===== src/rtl/exu_redirect_ctrl.sv =====
// exu_redirect_ctrl: branch-mispredict flush/redirect sequencer between EXU and IFU
// Ports: i_clk/i_rst (async active-high); i_bju_vld,i_jump,i_jaddr,i_pc,i_pred_taken,i_pred_addr
// describe a resolving branch; i_trap_flush overrides everything; i_redirect_rdy accepts the redirect.
// o_flush kills younger pipe stages, o_redirect_vld/o_redirect_addr steer fetch, o_busy stalls branch issue.
// o_perf_br_cnt/o_perf_mis_cnt count accepted branches/mispredicts when REDIRECT_PERF_EN is defined, else tie to 0.
module exu_redirect_ctrl #(
  parameter int FLUSH_CYCLES = 2,
  parameter int XLEN = 32
) (
  input  logic            i_clk,
  input  logic            i_rst,
  input  logic            i_bju_vld,
  input  logic            i_jump,
  input  logic [XLEN-1:0] i_jaddr,
  input  logic [XLEN-1:0] i_pc,
  input  logic            i_pred_taken,
  input  logic [XLEN-1:0] i_pred_addr,
  input  logic            i_trap_flush,
  input  logic            i_redirect_rdy,
  output logic            o_flush,
  output logic            o_redirect_vld,
  output logic [XLEN-1:0] o_redirect_addr,
  output logic            o_busy,
  output logic [31:0]     o_perf_br_cnt,
  output logic [31:0]     o_perf_mis_cnt
);
  typedef enum logic [1:0] {IDLE, FLUSH, REDIRECT} state_t;
  localparam logic [2:0] CNT_INIT = 3'(FLUSH_CYCLES - 1);
  state_t state_q, state_d;
  logic [2:0] cnt_q, cnt_d;
  logic [XLEN-1:0] addr_q, addr_d;
  logic flush_q, flush_d, rvld_q, rvld_d, busy_q, busy_d;
  logic accept, mispred;
  logic [XLEN-1:0] target;
  // branches arriving while a redirect is in progress are dropped entirely
  assign accept = i_bju_vld & (state_q == IDLE);
  assign mispred = accept & ((i_jump != i_pred_taken) | (i_jump & i_pred_taken & (i_jaddr != i_pred_addr)));
  assign target = i_jump ? {i_jaddr[XLEN-1:1], 1'b0} : i_pc + XLEN'(4);
  always_comb begin
    state_d = state_q;
    cnt_d = cnt_q;
    addr_d = addr_q;
    if (i_trap_flush) begin
      state_d = IDLE;
      cnt_d = '0;
    end else begin
      case (state_q)
        IDLE: if (mispred) begin
          state_d = FLUSH;
          cnt_d = CNT_INIT;
          addr_d = target;
        end
        FLUSH: begin
          state_d = (cnt_q == '0) ? REDIRECT : FLUSH;
          cnt_d = (cnt_q == '0) ? cnt_q : cnt_q - 3'd1;
        end
        REDIRECT: state_d = i_redirect_rdy ? IDLE : REDIRECT;
        default: state_d = IDLE;
      endcase
    end
    flush_d = state_d == FLUSH;
    rvld_d = state_d == REDIRECT;
    busy_d = state_d != IDLE;
  end
  always_ff @(posedge i_clk or posedge i_rst) begin
    if (i_rst) begin
      state_q <= IDLE;
      cnt_q <= '0;
      addr_q <= '0;
      flush_q <= 1'b0;
      rvld_q <= 1'b0;
      busy_q <= 1'b0;
    end else begin
      state_q <= state_d;
      cnt_q <= cnt_d;
      addr_q <= addr_d;
      flush_q <= flush_d;
      rvld_q <= rvld_d;
      busy_q <= busy_d;
    end
  end
  assign o_flush = flush_q;
  assign o_redirect_vld = rvld_q;
  assign o_redirect_addr = addr_q;
  assign o_busy = busy_q;
`ifdef REDIRECT_PERF_EN
  logic [31:0] br_q, br_d, mis_q, mis_d;
  // mispredicts count even when a same-cycle trap discards them
  always_comb begin
    br_d = br_q + 32'(accept);
    mis_d = mis_q + 32'(mispred);
  end
  always_ff @(posedge i_clk or posedge i_rst) begin
    if (i_rst) begin
      br_q <= '0;
      mis_q <= '0;
    end else begin
      br_q <= br_d;
      mis_q <= mis_d;
    end
  end
  assign o_perf_br_cnt = br_q;
  assign o_perf_mis_cnt = mis_q;
`else
  assign o_perf_br_cnt = '0;
  assign o_perf_mis_cnt = '0;
`endif
endmodule


===== config.mk =====
export PLATFORM = sky130hd
export DESIGN_NAME = exu_redirect_ctrl
export DESIGN_NICKNAME = d
export VERILOG_FILES = /design/src/rtl/exu_redirect_ctrl.sv
export SDC_FILE = /design/constraint.sdc
export NUM_CORES = 1
export LEC_CHECK = 0
export BUFFER_PORTS_ARGS = -buffer_cell sky130_fd_sc_hd__buf_2
export CAP_MARGIN = 20
export CORE_UTILIZATION = 48
export DETAILED_ROUTE_END_ITERATION = 8
export PLACE_DENSITY = 0.95
export SLEW_MARGIN = 10
export SYNTH_ARGS = -nofsm -noshare
export SYNTH_HDL_FRONTEND = slang
export SYNTH_SLANG_ARGS = --single-unit

===== constraint.sdc =====
create_clock -name i_clk -period 3.15 [get_ports i_clk]
set_input_delay 0 -clock i_clk [delete_from_list [all_inputs] [get_ports i_clk]]
set_output_delay 0 -clock i_clk [all_outputs]
set_load 0.01 [all_outputs]

==> metrics.csv <==
stage;metric;value;unit
run_status;status;complete, no violations;
worst_setup_path;rr_endpoint;o_redirect_addr[11];
layout;drive_gt1_frac;0.315;
floorplanning;dieArea;7330;sq um
cts;cts_tree;built;
power;vdd_drop_max;0.000248;V
sta;tightest_slew;768;ps
cts;ctsResizeCount;0;
layout;multi_input_area;2020;sq um
synthesis;synth_top_area_cell;dfrtp_1;
synthesis;synth-xor-area-share;0.157;
cts;cts_setup_buffers;0;
sta;hold_viol;0;
floorplanning;dieWidth;85.6;um
grt;grt_max_degree;61;
worst_setup_path;crit_chain;buf_2 > xnor2_1 > nand4_1 > nor4_1 > a21boi_1 > o211ai_4 > buf_12 > mux2_1;
synthesis;yosys.area_share.simple;0.169;
power;power_density;446;nW/um^2
synthesis;synth_seq_cells;40;
grt;grt_pass1_vias;2827;
floorplanning;ios;202;
worst_setup_path;worstPathMaxFanout;21;
worst_setup_path;crit_path_start_kind;primary input;
worst_setup_path;worst-setup-path-type;primary input to register;
sta;post-route-period-util;0.663;
grt;grt_overflow;0;
cts;path_clk_slew;80;ps
place;gp_congestion;0.868;
worst_setup_path;startpoint;i_pred_addr[31];
hold_path;hold_path.class;primary input to register;
routing;wl_per_cell;15.3;um
worst_setup_path;r2r_cells;4;
synthesis;yosysMostFrequentCell;buf_4;
place;postPlaceCellArea;3870;sq um
floorplanning;coreArea;6760;sq um
sta;rsz0062_at_grt;false;
synthesis;netlist_area;3360;sq um
layout;fill_cells;597;
place;portBuffers;137;
synthesis;synth_commonest_cells;buf_4, dfrtp_1, nand2_1, xnor2_1, mux2_1;
synthesis;synth_edf_count;0;
synthesis;ys_top_cells_by_area;dfrtp_1, buf_4, mux2_1, xnor2_1, xor2_1;
worst_setup_path;path_depth;8;
worst_setup_path;worst-path-buf-inv;2;
routing;dr.first_iter.drc_count;103;
place;dpl.hpwl;7250;um
worst_setup_path;cp_top_family;compound AO/OA/AOI/OAI gates;
synthesis;synth.distinct_cells;41;
layout;num_antenna_cells;0;
synthesis;synthArstFlopShare;1.00;
layout;area_growth_syn_to_layout;19.3;%
sta;max_slew_margin;0.484;
floorplanning;die_h;85.6;um
layout;fin_nets;607;
worst_setup_path;r2r_slack;1100;ps
sta;whs;42.7;ps
worst_setup_path;reg2reg_from;state_q[0];
layout;final_area;4000;sq um
synthesis;syn_avg_cell_area;9.22;sq um
synthesis;synth_compound_area_frac;0.0697;
grt;grt_use_total;0.245;
sta;fin_ws;1060;ps
sta;fmax;479;MHz
cts;clock_path_buffers;2;
worst_setup_path;crit_required;3310;ps
worst_setup_path;endpoint;o_redirect_addr[11];
grt;grt_antenna_before_repair;0;
routing;wl;8920;um
floorplanning;rows;30;
sta;slew_violations;0;
sta;period_needed;2090;ps
sta;finalClockSkew;8.14;ps
cts;numClockSinks;40;
floorplanning;initial_core_util;0.497;
cts;root_buffer;clkbuf_8;
place;detailedPlace.worstSlack;703;ps
run;cap_violations;0;
sta;tns;0;ps
worst_setup_path;arrival;2250;ps
synthesis;synth_flop_cell;dfrtp_1;
power;cellLeakagePower;1.96;nW
synthesis;synth_seq_area_share;0.298;
routing;num_vias;2926;
synthesis;synth_top_area_share;0.298;
synthesis;synth_mux_area_frac;0.117;
sta;setup_viol;0;
routing;dr.pass1.iters;4;
cts;cts_buffers;5;
grt;grt_pass1_wl;13800;um
worst_setup_path;slowest_stage;o211ai_4;
worst_setup_path;max_stage_delay;470;ps
synthesis;synth_top_family_by_area;buffers and inverters;
cts;h-tree-depth;2;
synthesis;syn_inst;364;
routing;ant_nets;0;
synthesis;yosys_warnings;0;
worst_setup_path;critPathCaptureType;register;
layout;seqCellArea;1000;sq um
cts;clkLatencyLatePin;290;ps
synthesis;synthAdderAreaFrac;0.0149;
routing;drc;0;
cts;hold_buffers;2;
routing;vias_per_cell;5.04;
[final cells by class]
class | instances | area share
Inverter | 9 | 0.00844
Multi-Input combinational cell | 302 | 0.504
Tap cell | 80 | 0.0250
Timing Repair Buffer | 142 | 0.185
Sequential cell | 40 | 0.250
Clock inverter | 3 | 0.0106
Clock buffer | 5 | 0.0172
[flip-flops by register name, summed over array words and instances (netlist names)]
name and flops:
o_flush 1, state_q 2, o_redirect_addr 32, o_redirect_vld 1, cnt_q 3, o_busy 1
[worst reg2reg max path, delay by kind of cell (launching register included)]
| kind | cells | cell delay (ps) |
|---|---|---|
| AOI/OAI and AO/OA | 1 | 320 |
| buffers and inverters | 1 | 250 |
| DFF | 1 | 460 |
| muxes | 1 | 330 |
| and+or+nand+nor | 1 | 570 |
[worst min path at each step]
stage                       start                   to  slack [ps]  depth (start not counted)
after floorplan             i_rst             cnt_q[0]         220                          1
after global placement      i_rst  o_redirect_addr[25]         140                          3
after detailed placement    i_rst  o_redirect_addr[25]         150                          3
after CTS                 i_pc[0]   o_redirect_addr[0]          40                          3
after global routing      i_pc[0]   o_redirect_addr[0]          50                          3
final                     i_pc[0]   o_redirect_addr[0]          40                          3
[layer usage]
layer  up-vias  GRT usage  wire (um)
met3        17     0.0491        603
met2       162      0.443       4590
met4         0     0.0894        195
li1       1389          -          -
met1      1358      0.288       3530
met5         -          0          0
[metrics by stage]
stage / instances / utilization / power [mW]
finish: 581 / 0.593 / 1.79
global route: 581 / 0.593 / 1.89
CTS: 581 / 0.593 / 1.80
detailed placement: 571 / 0.573 / 1.38
global placement: 571 / 0.573 / 1.35
floorplan: 427 / - / 1.13
[cell usage in the layout, fill, tap and decap left out, types with 3 or more instances in the layout]
cell type / n
inv_1: 8
nand4_1: 17
and3_1: 3
and2_1: 3
conb_1: 64
buf_2: 137
dfrtp_1: 40
nand3_1: 14
nor2_1: 8
o21ai_0: 18
and4_1: 4
mux2_2: 4
clkbuf_8: 5
mux2_1: 30
xnor2_1: 36
nand2_1: 36
ha_1: 4
xor2_1: 24
o21ai_1: 11
[power by group]
group	internal [mW]	total (mW)	switching, mW	leakage (nW)
logic	0.288	0.637	0.349	1.41
registers	0.653	0.731	0.0779	0.495
clock network	0.234	0.418	0.183	0.0541
[cell families (layout without fill, tap and decap cells)]
kind of cell    Yosys count  count (layout)
simple gates             99              99
mux                      35              35
buf+inv                  85             159
flops                    40              40
other cells               1              64
compound gates           40              40
xor+xnor                 60              60
fa+ha+maj                 4               4
Note: power is estimated with default switching activity, not from simulation.
